### src/rtl/stat_cnt_engine.sv
// Statistics counter engine: read-modify-write of per-address saturating counters
// through a 2-cycle-latency memory port, with CPU read-and-clear and post-reset table sweep.
module stat_cnt_engine #(
  parameter int ADDR_WIDTH = 8,
  parameter int DATA_WIDTH = 16,
  parameter int INC_WIDTH  = 8
) (
  input  logic                  clockCore,
  input  logic                  resetCore,
  input  logic                  evtVld,
  output logic                  evtReady,
  input  logic [ADDR_WIDTH-1:0] evtAddr,
  input  logic [INC_WIDTH-1:0]  evtInc,
  input  logic                  clrReq,
  input  logic [ADDR_WIDTH-1:0] clrAddr,
  output logic                  clrAck,
  output logic [DATA_WIDTH-1:0] clrData,
  output logic                  initDone,
  output logic                  ctrlMemRd,
  output logic [ADDR_WIDTH-1:0] ctrlMemRdAddr,
  input  logic [DATA_WIDTH-1:0] ctrlMemRdData,
  output logic                  ctrlMemWr,
  output logic [ADDR_WIDTH-1:0] ctrlMemWrAddr,
  output logic [DATA_WIDTH-1:0] ctrlMemWrData
);

  typedef enum logic [0:0] {INIT = 1'b0, RUN = 1'b1} state_t;

  localparam logic [ADDR_WIDTH-1:0] ADDR_ONE = ADDR_WIDTH'(1'b1);
  localparam logic [ADDR_WIDTH-1:0] ADDR_MAX = {ADDR_WIDTH{1'b1}};

  // Zero-extended add that clamps to all ones when the carry-out is set.
  function automatic logic [DATA_WIDTH-1:0] satAdd(input logic [DATA_WIDTH-1:0] base,
                                                   input logic [INC_WIDTH-1:0]  inc);
    logic [DATA_WIDTH:0] sum;
    sum = {1'b0, base} + {{(DATA_WIDTH - INC_WIDTH + 1){1'b0}}, inc};
    return sum[DATA_WIDTH] ? {DATA_WIDTH{1'b1}} : sum[DATA_WIDTH-1:0];
  endfunction

  state_t                  state_r;
  logic [ADDR_WIDTH-1:0]   initCnt_r;
  logic                    initWr_r;
  logic [ADDR_WIDTH-1:0]   initWrAddr_r;
  logic                    initDone_r;
  logic                    clrBusy_r;
  logic                    s1Vld_r, s1Clr_r;
  logic [ADDR_WIDTH-1:0]   s1Addr_r;
  logic [INC_WIDTH-1:0]    s1Inc_r;
  logic                    wVld_r, wClr_r;
  logic [ADDR_WIDTH-1:0]   wAddr_r;
  logic [INC_WIDTH-1:0]    wInc_r;
  logic                    s2Vld_r, s2Clr_r;
  logic [ADDR_WIDTH-1:0]   s2Addr_r;
  logic [INC_WIDTH-1:0]    s2Inc_r;
  logic                    clrAck_r;
  logic [DATA_WIDTH-1:0]   clrData_r;
  logic                    clrIssue_s, evtIssue_s, evtReady_s;
  logic                    memWr_s;
  logic [ADDR_WIDTH-1:0]   memWrAddr_s;
  logic [DATA_WIDTH-1:0]   memWrData_s;

  // A pending clear wins the issue slot; events are held off only for that cycle.
  assign clrIssue_s = initDone_r & clrReq & ~clrBusy_r;
  assign evtReady_s = initDone_r & ~(clrReq & ~clrBusy_r);
  assign evtIssue_s = evtVld & evtReady_s;

  // INIT sweep: one registered zero-write per cycle, then initDone one cycle after the last.
  always_ff @(posedge clockCore or negedge resetCore) begin
    if (!resetCore) begin
      state_r      <= INIT;
      initCnt_r    <= {ADDR_WIDTH{1'b0}};
      initWr_r     <= 1'b0;
      initWrAddr_r <= {ADDR_WIDTH{1'b0}};
      initDone_r   <= 1'b0;
    end else begin
      case (state_r)
        INIT: begin
          initWr_r     <= 1'b1;
          initWrAddr_r <= initCnt_r;
          initCnt_r    <= initCnt_r + ADDR_ONE;
          state_r      <= (initCnt_r == ADDR_MAX) ? RUN : INIT;
        end
        RUN: begin
          initWr_r   <= 1'b0;
          initDone_r <= 1'b1;
        end
        default: begin
          state_r <= INIT;
        end
      endcase
    end
  end

  // Issue -> read (S1) -> wait -> data return (S2) pipeline, plus clear handshake.
  always_ff @(posedge clockCore or negedge resetCore) begin
    if (!resetCore) begin
      s1Vld_r   <= 1'b0;
      s1Clr_r   <= 1'b0;
      s1Addr_r  <= {ADDR_WIDTH{1'b0}};
      s1Inc_r   <= {INC_WIDTH{1'b0}};
      wVld_r    <= 1'b0;
      wClr_r    <= 1'b0;
      wAddr_r   <= {ADDR_WIDTH{1'b0}};
      wInc_r    <= {INC_WIDTH{1'b0}};
      s2Vld_r   <= 1'b0;
      s2Clr_r   <= 1'b0;
      s2Addr_r  <= {ADDR_WIDTH{1'b0}};
      s2Inc_r   <= {INC_WIDTH{1'b0}};
      clrBusy_r <= 1'b0;
      clrAck_r  <= 1'b0;
      clrData_r <= {DATA_WIDTH{1'b0}};
    end else begin
      s1Vld_r <= clrIssue_s | evtIssue_s;
      if (clrIssue_s) begin
        s1Clr_r  <= 1'b1;
        s1Addr_r <= clrAddr;
        s1Inc_r  <= {INC_WIDTH{1'b0}};
      end else if (evtIssue_s) begin
        s1Clr_r  <= 1'b0;
        s1Addr_r <= evtAddr;
        s1Inc_r  <= evtInc;
      end else begin
        s1Clr_r  <= s1Clr_r;
        s1Addr_r <= s1Addr_r;
        s1Inc_r  <= s1Inc_r;
      end
      wVld_r   <= s1Vld_r;
      wClr_r   <= s1Clr_r;
      wAddr_r  <= s1Addr_r;
      wInc_r   <= s1Inc_r;
      s2Vld_r  <= wVld_r;
      s2Clr_r  <= wClr_r;
      s2Addr_r <= wAddr_r;
      s2Inc_r  <= wInc_r;
      clrAck_r <= s2Vld_r & s2Clr_r;
      if (s2Vld_r && s2Clr_r) begin
        clrData_r <= ctrlMemRdData;
      end else begin
        clrData_r <= clrData_r;
      end
      // Busy spans the ack cycle so a still-held clrReq cannot re-issue.
      if (clrIssue_s) begin
        clrBusy_r <= 1'b1;
      end else if (clrAck_r) begin
        clrBusy_r <= 1'b0;
      end else begin
        clrBusy_r <= clrBusy_r;
      end
    end
  end

  // Write port: sweep writes or the S2 update, driven in the data-return cycle.
  always_comb begin
    memWr_s     = 1'b0;
    memWrAddr_s = {ADDR_WIDTH{1'b0}};
    memWrData_s = {DATA_WIDTH{1'b0}};
    if (initWr_r) begin
      memWr_s     = 1'b1;
      memWrAddr_s = initWrAddr_r;
      memWrData_s = {DATA_WIDTH{1'b0}};
    end else if (s2Vld_r) begin
      memWr_s     = 1'b1;
      memWrAddr_s = s2Addr_r;
      memWrData_s = s2Clr_r ? {DATA_WIDTH{1'b0}} : satAdd(ctrlMemRdData, s2Inc_r);
    end else begin
      memWr_s     = 1'b0;
      memWrAddr_s = {ADDR_WIDTH{1'b0}};
      memWrData_s = {DATA_WIDTH{1'b0}};
    end
  end

  assign evtReady      = evtReady_s;
  assign initDone      = initDone_r;
  assign clrAck        = clrAck_r;
  assign clrData       = clrData_r;
  assign ctrlMemRd     = s1Vld_r;
  assign ctrlMemRdAddr = s1Addr_r;
  assign ctrlMemWr     = memWr_s;
  assign ctrlMemWrAddr = memWrAddr_s;
  assign ctrlMemWrData = memWrData_s;

endmodule

### config.mk
export PLATFORM = sky130hd
export DESIGN_NAME = stat_cnt_engine
export DESIGN_NICKNAME = d
export VERILOG_FILES = /design/src/rtl/stat_cnt_engine.sv
export SDC_FILE = /design/constraint.sdc
export NUM_CORES = 1
export LEC_CHECK = 0
export ABC_AREA = 1
export CORE_ASPECT_RATIO = 1.75
export CORE_MARGIN = 4
export CORE_UTILIZATION = 53
export CTS_CLUSTER_DIAMETER = 150
export DETAILED_ROUTE_END_ITERATION = 8
export GPL_TIMING_DRIVEN = 0
export HOLD_SLACK_MARGIN = 0.1
export PLACE_DENSITY = 0.84
export SLEW_MARGIN = 20
export SYNTH_ARGS = -nofsm -noshare
export SYNTH_HDL_FRONTEND = slang
export SYNTH_SLANG_ARGS = --single-unit
### constraint.sdc
create_clock -name clockCore -period 5.81 [get_ports clockCore]
set_clock_uncertainty 0.05 [all_clocks]
set_input_delay 1.162 -clock clockCore [delete_from_list [all_inputs] [get_ports clockCore]]
set_output_delay 1.162 -clock clockCore [all_outputs]
set_load 0.005 [all_outputs]
After elaboration in Yosys (flattened, before gate mapping)
Cells that the tools add are included.
- eq/ne operators: 1
- add/sub/neg operators: 2
- bitwise logic cells: 10
- reductions and logical operators: 3
- mux-type cells: 19
- operator list (kind ; number):
    16-bit two-way mux ; 4
    8-bit two-way mux ; 6
    16-bit by 8-bit adder with 17-bit output ; 1
    8-bit by 1-bit adder with 8-bit output (second input constant) ; 1
    8-bit == test (second input constant) ; 1
    1-bit two-way mux ; 8
    1-bit AND ; 6
    2-bit nonzero test ; 2
    1-bit NOT ; 3
    1-bit case mux with 2 select lines ; 1
    1-bit logical AND ; 1
    1-bit bitwise OR ; 1
- register bits after elaboration: 91
- word-level logic and storage cells: 55
- input port bits: 44
- output and inout port bits: 53

Longest topological paths before layout
Gate-level depths: netlist of the first run.
- depth in word-level cells: 7
- gate-level depth with buffers: 11

Worst setup path after synthesis of the first run
OpenSTA, ideal clock, no wires.
- path type: input to output
- start point: in ctrlMemRdData[0]
- end point: out ctrlMemWrData[11]
- slack: 2.088 ns
- cell stages on the path: 11
- buffers on the path: 1
- required time: 4.598 ns
- arrival: 2.510 ns
- path through: ha_1 fa_1 nand2_1 nand3_1 nand3_1 nand2_2 nand4_4 buf_6 nand3_1 nand2_1 inv_1
- longest elaborated chain between the ends: 5
- ends and longest elaborated chain (element ; line ; source):
    start, declared ; 21 ; input logic [DATA_WIDTH-1:0] ctrlMemRdData,
    16-bit by 8-bit adder with 17-bit output ; 36 ; sum = {1'b0, base} + {{(DATA_WIDTH - INC_WIDTH + 1){1'b0}}, inc};
    16-bit two-way mux ; 37 ; return sum[DATA_WIDTH] ? {DATA_WIDTH{1'b1}} : sum[DATA_WIDTH-1:0];
    16-bit two-way mux ; 164 ; memWrData_s = s2Clr_r ? {DATA_WIDTH{1'b0}} : satAdd(ctrlMemRdData, s2Inc_r);
    16-bit two-way mux ; 161 ; end else if (s2Vld_r) begin
    16-bit two-way mux ; 157 ; if (initWr_r) begin
    end, declared ; 24 ; output logic [DATA_WIDTH-1:0] ctrlMemWrData
Every way passes these cells.

Worst setup path after layout of the first run
Ends and elaborated chain as after synthesis.

==> results of run 1 <==
[layer usage]
layer | vias up | wire, um | part of all wire (%) | track usage [%]
met3 | 22 | 409 | 4.3 | 4.281
met4 | 0 | 306 | 3.2 | 11.56
met2 | 102 | 5229 | 55 | 40.17
li1 | 1633 | - | - | -
met5 | - | 0 | 0 | 0
met1 | 1580 | 3508 | 37 | 24.20
[registers in the layout, indices dropped and copies added, names as in the netlist, 8 cells and up]
| name | count |
|---|---|
| wInc_r | 8 |
| initCnt_r | 8 |
| s1Inc_r | 8 |
| s2Inc_r | 8 |
| ctrlMemRdAddr | 8 |
| wAddr_r | 8 |
| s2Addr_r | 8 |
| clrData | 16 |
| initWrAddr_r | 8 |
[cell type report]
type,count,area [sq um]
Clock buffer,9,225.2
Fill cell,570,2071
Tap cell,88,110.1
Inverter,50,190.2
Sequential cell,91,2277
Timing Repair Buffer,95,958.4
Buffer,13,88.84
Multi-Input combinational cell,288,1509
Clock inverter,7,85.08
[power by group through the flow]
stage	sequential (W)	clock [W]	combinational, W
global placement	0.000672	0	0.000112
detailed placement	0.000673	0	0.000117
CTS	0.000661	0.000607	0.000118
finish	0.000661	0.000597	0.000117
floorplan	0.000671	0	0.0000510
global route	0.000663	0.000632	0.000130
[cell families (layout without fill, tap and decap cells)]
family                   count (synthesis)  after routing
flip-flops                              91             91
AO/OA/AOI/OAI                           45             45
buffers and inverters                   63            174
XOR/XNOR                                14             14
AND/OR/NAND/NOR                        219            219
adder cells (fa/ha/maj)                 10             10
[metrics by stage]
stage | instance area (sq um) | setup slack [ns] | power, W | util (%) | std cells
6_report | 5444 | 0.8832 | 0.001374 | 72.44 | 641
2_1_floorplan | 4065 | 2.088 | 0.0007217 | - | 442
3_3_place_gp | 5116 | 0.4243 | 0.0007841 | 68.08 | 624
5_1_grt | 5444 | 0.7630 | 0.001425 | 72.44 | 641
4_1_cts | 5444 | 0.9110 | 0.001385 | 72.44 | 641
3_5_place_dp | 5134 | 0.9312 | 0.0007897 | 68.32 | 625
[synth_stat cells, drive strengths merged (4+ instances only)]
cell type / count / area [sq um]
dfrtp: 91 / 2277
a31oi: 8 / 65.06
buf: 9 / 73.82
inv: 48 / 182.7
nand2: 132 / 521.8
xnor2: 5 / 43.79
a21oi: 14 / 81.33
clkbuf: 4 / 15.01
nand4: 12 / 90.09
a22o: 4 / 35.03
nor2: 30 / 125.1
o21ai: 18 / 90.09
ha: 9 / 112.6
nand3: 41 / 210.2
xor2: 9 / 78.83
[how the worst max path moves through the flow]
stage                startpoint                    end  slack, ns  depth (start not counted)
3_5_place_dp   ctrlMemRdData[0]      ctrlMemWrData[11]       0.93                         13
5_1_grt        ctrlMemRdData[0]      ctrlMemWrData[11]       0.76                         13
4_1_cts        ctrlMemRdData[0]      ctrlMemWrData[11]       0.91                         13
6_report       ctrlMemRdData[0]      ctrlMemWrData[11]       0.88                         13
2_1_floorplan  ctrlMemRdData[0]      ctrlMemWrData[11]       2.09                         11
3_3_place_gp          resetCore  s2Addr_r[4]$_DFF_PN0_       0.42                          1
==> impl_results.md, run 1 <==
* Vias at 3337
* Max Clk Rate at roughly 200 MHz
* # clock sinks at 91
* H-Tree Depth at 3
* CP bufs+invs at 4
* Post-DRT Antenna Nets at 0
* R2R Setup Slk at approximately 4.2 ns
* Worst reg2reg path startpoint: clrBusy_r$_DFFE_PN0P_
* Relative slew slack at just under 60%
* Clock power share at 43.4%
* Post-route clock period utilization at a little over four fifths
* Unrepaired setup endpoints after global routing: no
* Slowest CP cell: clkdlybuf4s50_1
* # diodes at 0
* Simple-gate area share of the yosys netlist at between 20% and 30%
* Multiplexer share of the synthesized area at 0%
* Placer Congestion at ~0.9
* Compound-cell area share of the yosys netlist at 6.864%
* Hold Path Depth at 0
* Commonest non-fill, non-tap cell in the layout: nand2_1
* Worst EP arrival at 3.71 ns
* Die Span X at 74.21 um
* Fin nets at ~600
* Min-delay worst type: register to register
* Clock Path Buffers at 2
* TritonCTS buffer count at 9
* Worst VDD drop at between 0.15 and 0.2 mV
* WL per Instance at 14.75 um
* Synth cell types at 36
* Fraction of registers with async set/reset at between 90% and 100%
* Clock-pin slew on the worst setup and hold paths at around 0.070 ns
* Syn_nets at a little under 500
* # DRC at 0
* Final setup vio count at 0
* Top Ports at 97
* Count of state elements after synthesis at a little over 90
* Avg Synthesized Cell Area at 9.197 sq um
* Critical-path cell list: clkdlybuf4s50_1, ha_1, fa_1, nand2_1, nand3_1, nand3_1, nand2_2, nand4_4, buf_6, nand3_1, nand2_1, inv_1, clkdlybuf4s50_1
* Leak at between 2 and 3 nW
* Synth Instances at between 400 and 500
* Hold path start: wAddr_r[7]$_DFF_PN0_
* Pre-antenna DRT Iters at 4
* Synth Area in XOR/XNOR at slightly above 3%
* Clk_lat worst skew at around 0.34 ns
* Fin crit period at just under 5 ns
* Main combinational cell family by area after synthesis: simple AND/OR/NAND/NOR gates
* Setup Buffers After CTS at 0
* Share of cells above drive strength 1 at 7.052%
* DRT iter0 DRCs at 180
* Post-synth top flop: dfrtp_1
* Sequential fraction of the synthesis area at between 50 and 60%
* Final hold vios at 0
* Global-route usage over all layers at 22.35%
* Status: completed
* Cell family with most CP delay: buffers and inverters
* Worst setup SP type: primary input
* Grt total ovfl at 0
* Worst-path fanout max at 10
* Crit Path Category: primary input to primary output
* Worst-margin pin slew at 0.6308 ns
* Hold Slack at 0.2979 ns
* Initial core utilization at 54.10%
* Endpoint class of the critical path: primary output
* Crit-path max cell delay at between 0.4 and 0.5 ns
* DP Wirelength at 7187 um
* Synthesis Warnings at 0
* Hold Path End: s2Addr_r[7]$_DFF_PN0_
* Pwr Density at between 200 and 300 nW/um^2
* Hold buffer count at cts at 0
* First-pass GRT wire length at between 15000 and 20000 um
* CTS resizes at 0
* CORE AREA at ~7500 sq um
* Routed wire length at 9453 um
* Most used cell, CP: nand3_1
* Layout area overhead at 33.92%
* Cell Int Power at 0.001047 W
* Sequential share of power at 48.1%
* Post-synth EDFFs at 0
* RR Endpoint: ctrlMemRdAddr[6]$_DFFE_PN0P_
* Initial antenna violation count at 0
* Row Count at 42
* Comb pwr share at under 10%
* Cell area after synthesis at 4065 sq um
* R2R cell count at 7
* Die H at roughly 120 um
* Reported max-cap violation count at 0
* Slew Viols, Final at 0
* CTS tree: done
* Vias per inst at around 5.2
* Commonest non-fill, non-tap cells in the layout: nand2_1, clkdlybuf4s50_1, dfrtp_1
* Largest net degree at the start of global routing at 50
* Number of global-route vias before repair at around 3300
* Die Footprint at 9191 sq um
* Clock root buffer: clkbuf_16
* Synthesized-area fraction occupied by adder cells at about 3.3%
* Sw Share at about a quarter
* Critical Path RT at roughly 4.6 ns
* PortBufs at 94
* Setup TNS at 0 ns
* Psw at approximately 0.00033 W
Power figures use the tool's default switching activity.
==> run 2: changes to the inputs <==
--- a/config.mk
+++ b/config.mk
@@ -8,12 +8,12 @@
 export ABC_AREA = 1
 export CORE_ASPECT_RATIO = 1.75
 export CORE_MARGIN = 4
-export CORE_UTILIZATION = 53
+export CORE_UTILIZATION = 45
 export CTS_CLUSTER_DIAMETER = 150
 export DETAILED_ROUTE_END_ITERATION = 8
 export GPL_TIMING_DRIVEN = 0
 export HOLD_SLACK_MARGIN = 0.1
-export PLACE_DENSITY = 0.84
+export PLACE_DENSITY = 0.76
 export SLEW_MARGIN = 20
 export SYNTH_ARGS = -nofsm -noshare
 export SYNTH_HDL_FRONTEND = slang
==> constraint.sdc (replaced) <==
create_clock -name clockCore -period 4.19 [get_ports clockCore]
set_clock_uncertainty 0.05 [all_clocks]
set_input_delay 0.838 -clock clockCore [delete_from_list [all_inputs] [get_ports clockCore]]
set_output_delay 0.838 -clock clockCore [all_outputs]
set_load 0.005 [all_outputs]
==> impl_results.md, run 2 (same netlist as run 1, synthesis figures left out) <==
* Slew Viols, Final at 0 (unchanged)
* Die Footprint at 10680 sq um (was 9191 sq um)
* Post-place setup slack at 0.04307 ns (was 0.9312 ns)
* Vias per inst at 4.957 (was 5.206)
* Clock-pin slew on the worst setup and hold paths at 0.06 ns (was 0.07 ns)
* # diodes at 0 (unchanged)
* Worst VDD drop at 0.2225 mV (was 0.1911 mV)
* Critical-path cell list: clkdlybuf4s50_1, ha_4, fa_2, nand2_1, nand3_1, nand3_1, nand2_2, nand4_4, buf_2, a21oi_1, clkdlybuf4s50_1 (was clkdlybuf4s50_1, ha_1, fa_1, nand2_1, nand3_1, nand3_1, nand2_2, nand4_4, buf_6, nand3_1, nand2_1, inv_1, clkdlybuf4s50_1)
* WL per Instance at 13.93 um (was 14.75 um)
* Crit-path max cell delay at 0.55 ns (was 0.46 ns)
* Worst EP arrival at 3.27 ns (was 3.71 ns)
* Initial core utilization at 46.58% (was 54.10%)
* Die Span X at 79.85 um (was 74.21 um)
* CP bufs+invs at 3 (was 4)
* Fin nets at 605 (was 602)
* Leak at 2.701 nW (was 2.668 nW)
* DP Wirelength at 7025 um (was 7187 um)
* Number of global-route vias before repair at 3215 (was 3257)
* Post-route clock period utilization at roughly 100%
* Die H at 133.7 um (was 123.9 um)
* # DRC at 0 (unchanged)
* Status: completed (unchanged)
* Hold buffer count at cts at 0 (unchanged)
* Global-route usage over all layers at 18.24% (was 22.35%)
* First-pass GRT wire length at 15080 um (was 15220 um)
* # clock sinks at 91 (unchanged)
* Max Clk Rate at 240.6 MHz
* CORE AREA at 8727 sq um (was 7515 sq um)
* Worst-path fanout max at 7 (was 10)
* Vias at 3331 (was 3337)
* Pwr Density at 334.7 nW/um^2 (was 252.4 nW/um^2)
* Worst setup SP type: primary input (unchanged)
* Largest net degree at the start of global routing at 54 (was 50)
* Min-delay worst type: register to register (unchanged)
* Final hold vios at 0 (unchanged)
* Relative slew slack at 59.06% (was 57.95%)
* Top Ports at 97 (unchanged)
* Placer Congestion at 0.8990 (was 0.9020)
* Critical Path RT at 3.30 ns (was 4.60 ns)
* Hold Slack at 0.2951 ns (was 0.2979 ns)
* Cell family with most CP delay: buffers and inverters (unchanged)
* Endpoint class of the critical path: primary output (unchanged)
* H-Tree Depth at 3 (unchanged)
* CTS tree: done (unchanged)
* Grt total ovfl at 0 (unchanged)
* Reported max-cap violation count at 0 (unchanged)
* Final setup vio count at 0 (unchanged)
* Final Util at 63.00% (was 72.44%)
* TritonCTS buffer count at 9 (unchanged)
* Initial antenna violation count at 0 (unchanged)
* Max FFs per register at 16 (unchanged)
* DRT iter0 DRCs at 265 (was 180)
* Clk_lat worst skew at 0.34 ns (about the same)
* Commonest non-fill, non-tap cell in the layout: nand2_1 (unchanged)
* Fin crit period at 4.156 ns
* Slowest CP cell: clkdlybuf4s50_1 (unchanged)
* Row Count at 45 (was 42)
* Share of cells above drive strength 1 at 7.568% (was 7.052%)
* Setup TNS at 0 ns (unchanged)
* Final WS setup at 0.03384 ns (was 0.8832 ns)
* Layout area overhead at 35.24% (was 33.92%)
* Commonest non-fill, non-tap cells in the layout: nand2_1, dfrtp_1, clkdlybuf4s50_1 (was nand2_1, clkdlybuf4s50_1, dfrtp_1)
* Clock Path Buffers at 2 (unchanged)
* PortBufs at 94 (unchanged)
* Pre-antenna DRT Iters at 5 (was 4)
* Routed wire length at 9358 um (was 9453 um)
* Post-DRT Antenna Nets at 0 (unchanged)
* Worst-margin pin slew at 0.6141 ns (was 0.6308 ns)
* Clock root buffer: clkbuf_16 (unchanged)
* Crit Path Category: primary input to primary output (unchanged)
[run 2: changes by cell type in the layout (fill, tap and decap cells not counted), sizes merged]
cell           change
clkdlybuf4s50      -2
clkinvlp           +1
inv                -2
dlymetal6s2s       +2
buf                +3
clkinv             -2
bufinv             -1
clkbuf             +3
[run 2: metal layers]
layer / vias up / share of wire (%) / routed length [um] / global-route usage [%]
met4: 0 / 3.7 / 345 / 8.459
met3: 24 / 3.9 / 369 / 3.992
met2: 93 / 53 / 4955 / 31.72
met5: - / 0 / 0 / 0
li1: 1638 / - / - / -
met1: 1576 / 39 / 3687 / 20.96
[run 2: cell type report]
cell class | count | area, sq um
Fill cell | 742 | 3229
Sequential cell | 91 | 2277
Multi-Input combinational cell | 288 | 1524
Timing Repair Buffer | 98 | 991.0
Clock buffer | 12 | 256.5
Inverter | 50 | 190.2
Tap cell | 117 | 146.4
Buffer | 13 | 88.84
Clock inverter | 3 | 23.77
[run 2: what timing repair did]
| action | in CTS | in global routing |
|---|---|---|
| endpoints found under the setup margin | 0 | 14 |
| buffers inserted | 0 | 2 |
| gates resized for setup | 0 | 5 |
[run 2: worst paths after layout]
check / from / to / slack (ns) / depth (start not counted)
max: ctrlMemRdData[0] / ctrlMemWrData[1] / 0.03 / 11
min: wInc_r[1]$_DFF_PN0_ / s2Inc_r[1]$_DFF_PN0_ / 0.30 / 0
max reg2reg: clrBusy_r$_DFFE_PN0P_ / ctrlMemRdAddr[6]$_DFFE_PN0P_ / 2.57 / 7
min reg2reg: wInc_r[1]$_DFF_PN0_ / s2Inc_r[1]$_DFF_PN0_ / 0.30 / 0
max in group asynchronous: resetCore / initWrAddr_r[2]$_DFFE_PN0N_ / 3.06 / 2
min in group asynchronous: resetCore / clrData[11]$_DFFE_PN0P_ / 0.41 / 1
[run 2: report_power, final]
| part | leakage, nW | switching (W) | internal [W] |
|---|---|---|---|
| sequential | 1.09 | 0.0000110 | 0.000905 |
| clock | 0.131 | 0.000324 | 0.000432 |
| combinational | 1.48 | 0.0000876 | 0.0000803 |
| total | 2.70 | 0.000423 | 0.00142 |
[run 2: stage by stage]
step	area, sq um	instances	total power, W
global route	5498	672	0.001923
global placement	5152	653	0.001088
CTS	5458	669	0.001853
detailed placement	5177	654	0.001095
floorplan	4065	442	0.001001
finish	5498	672	0.001840
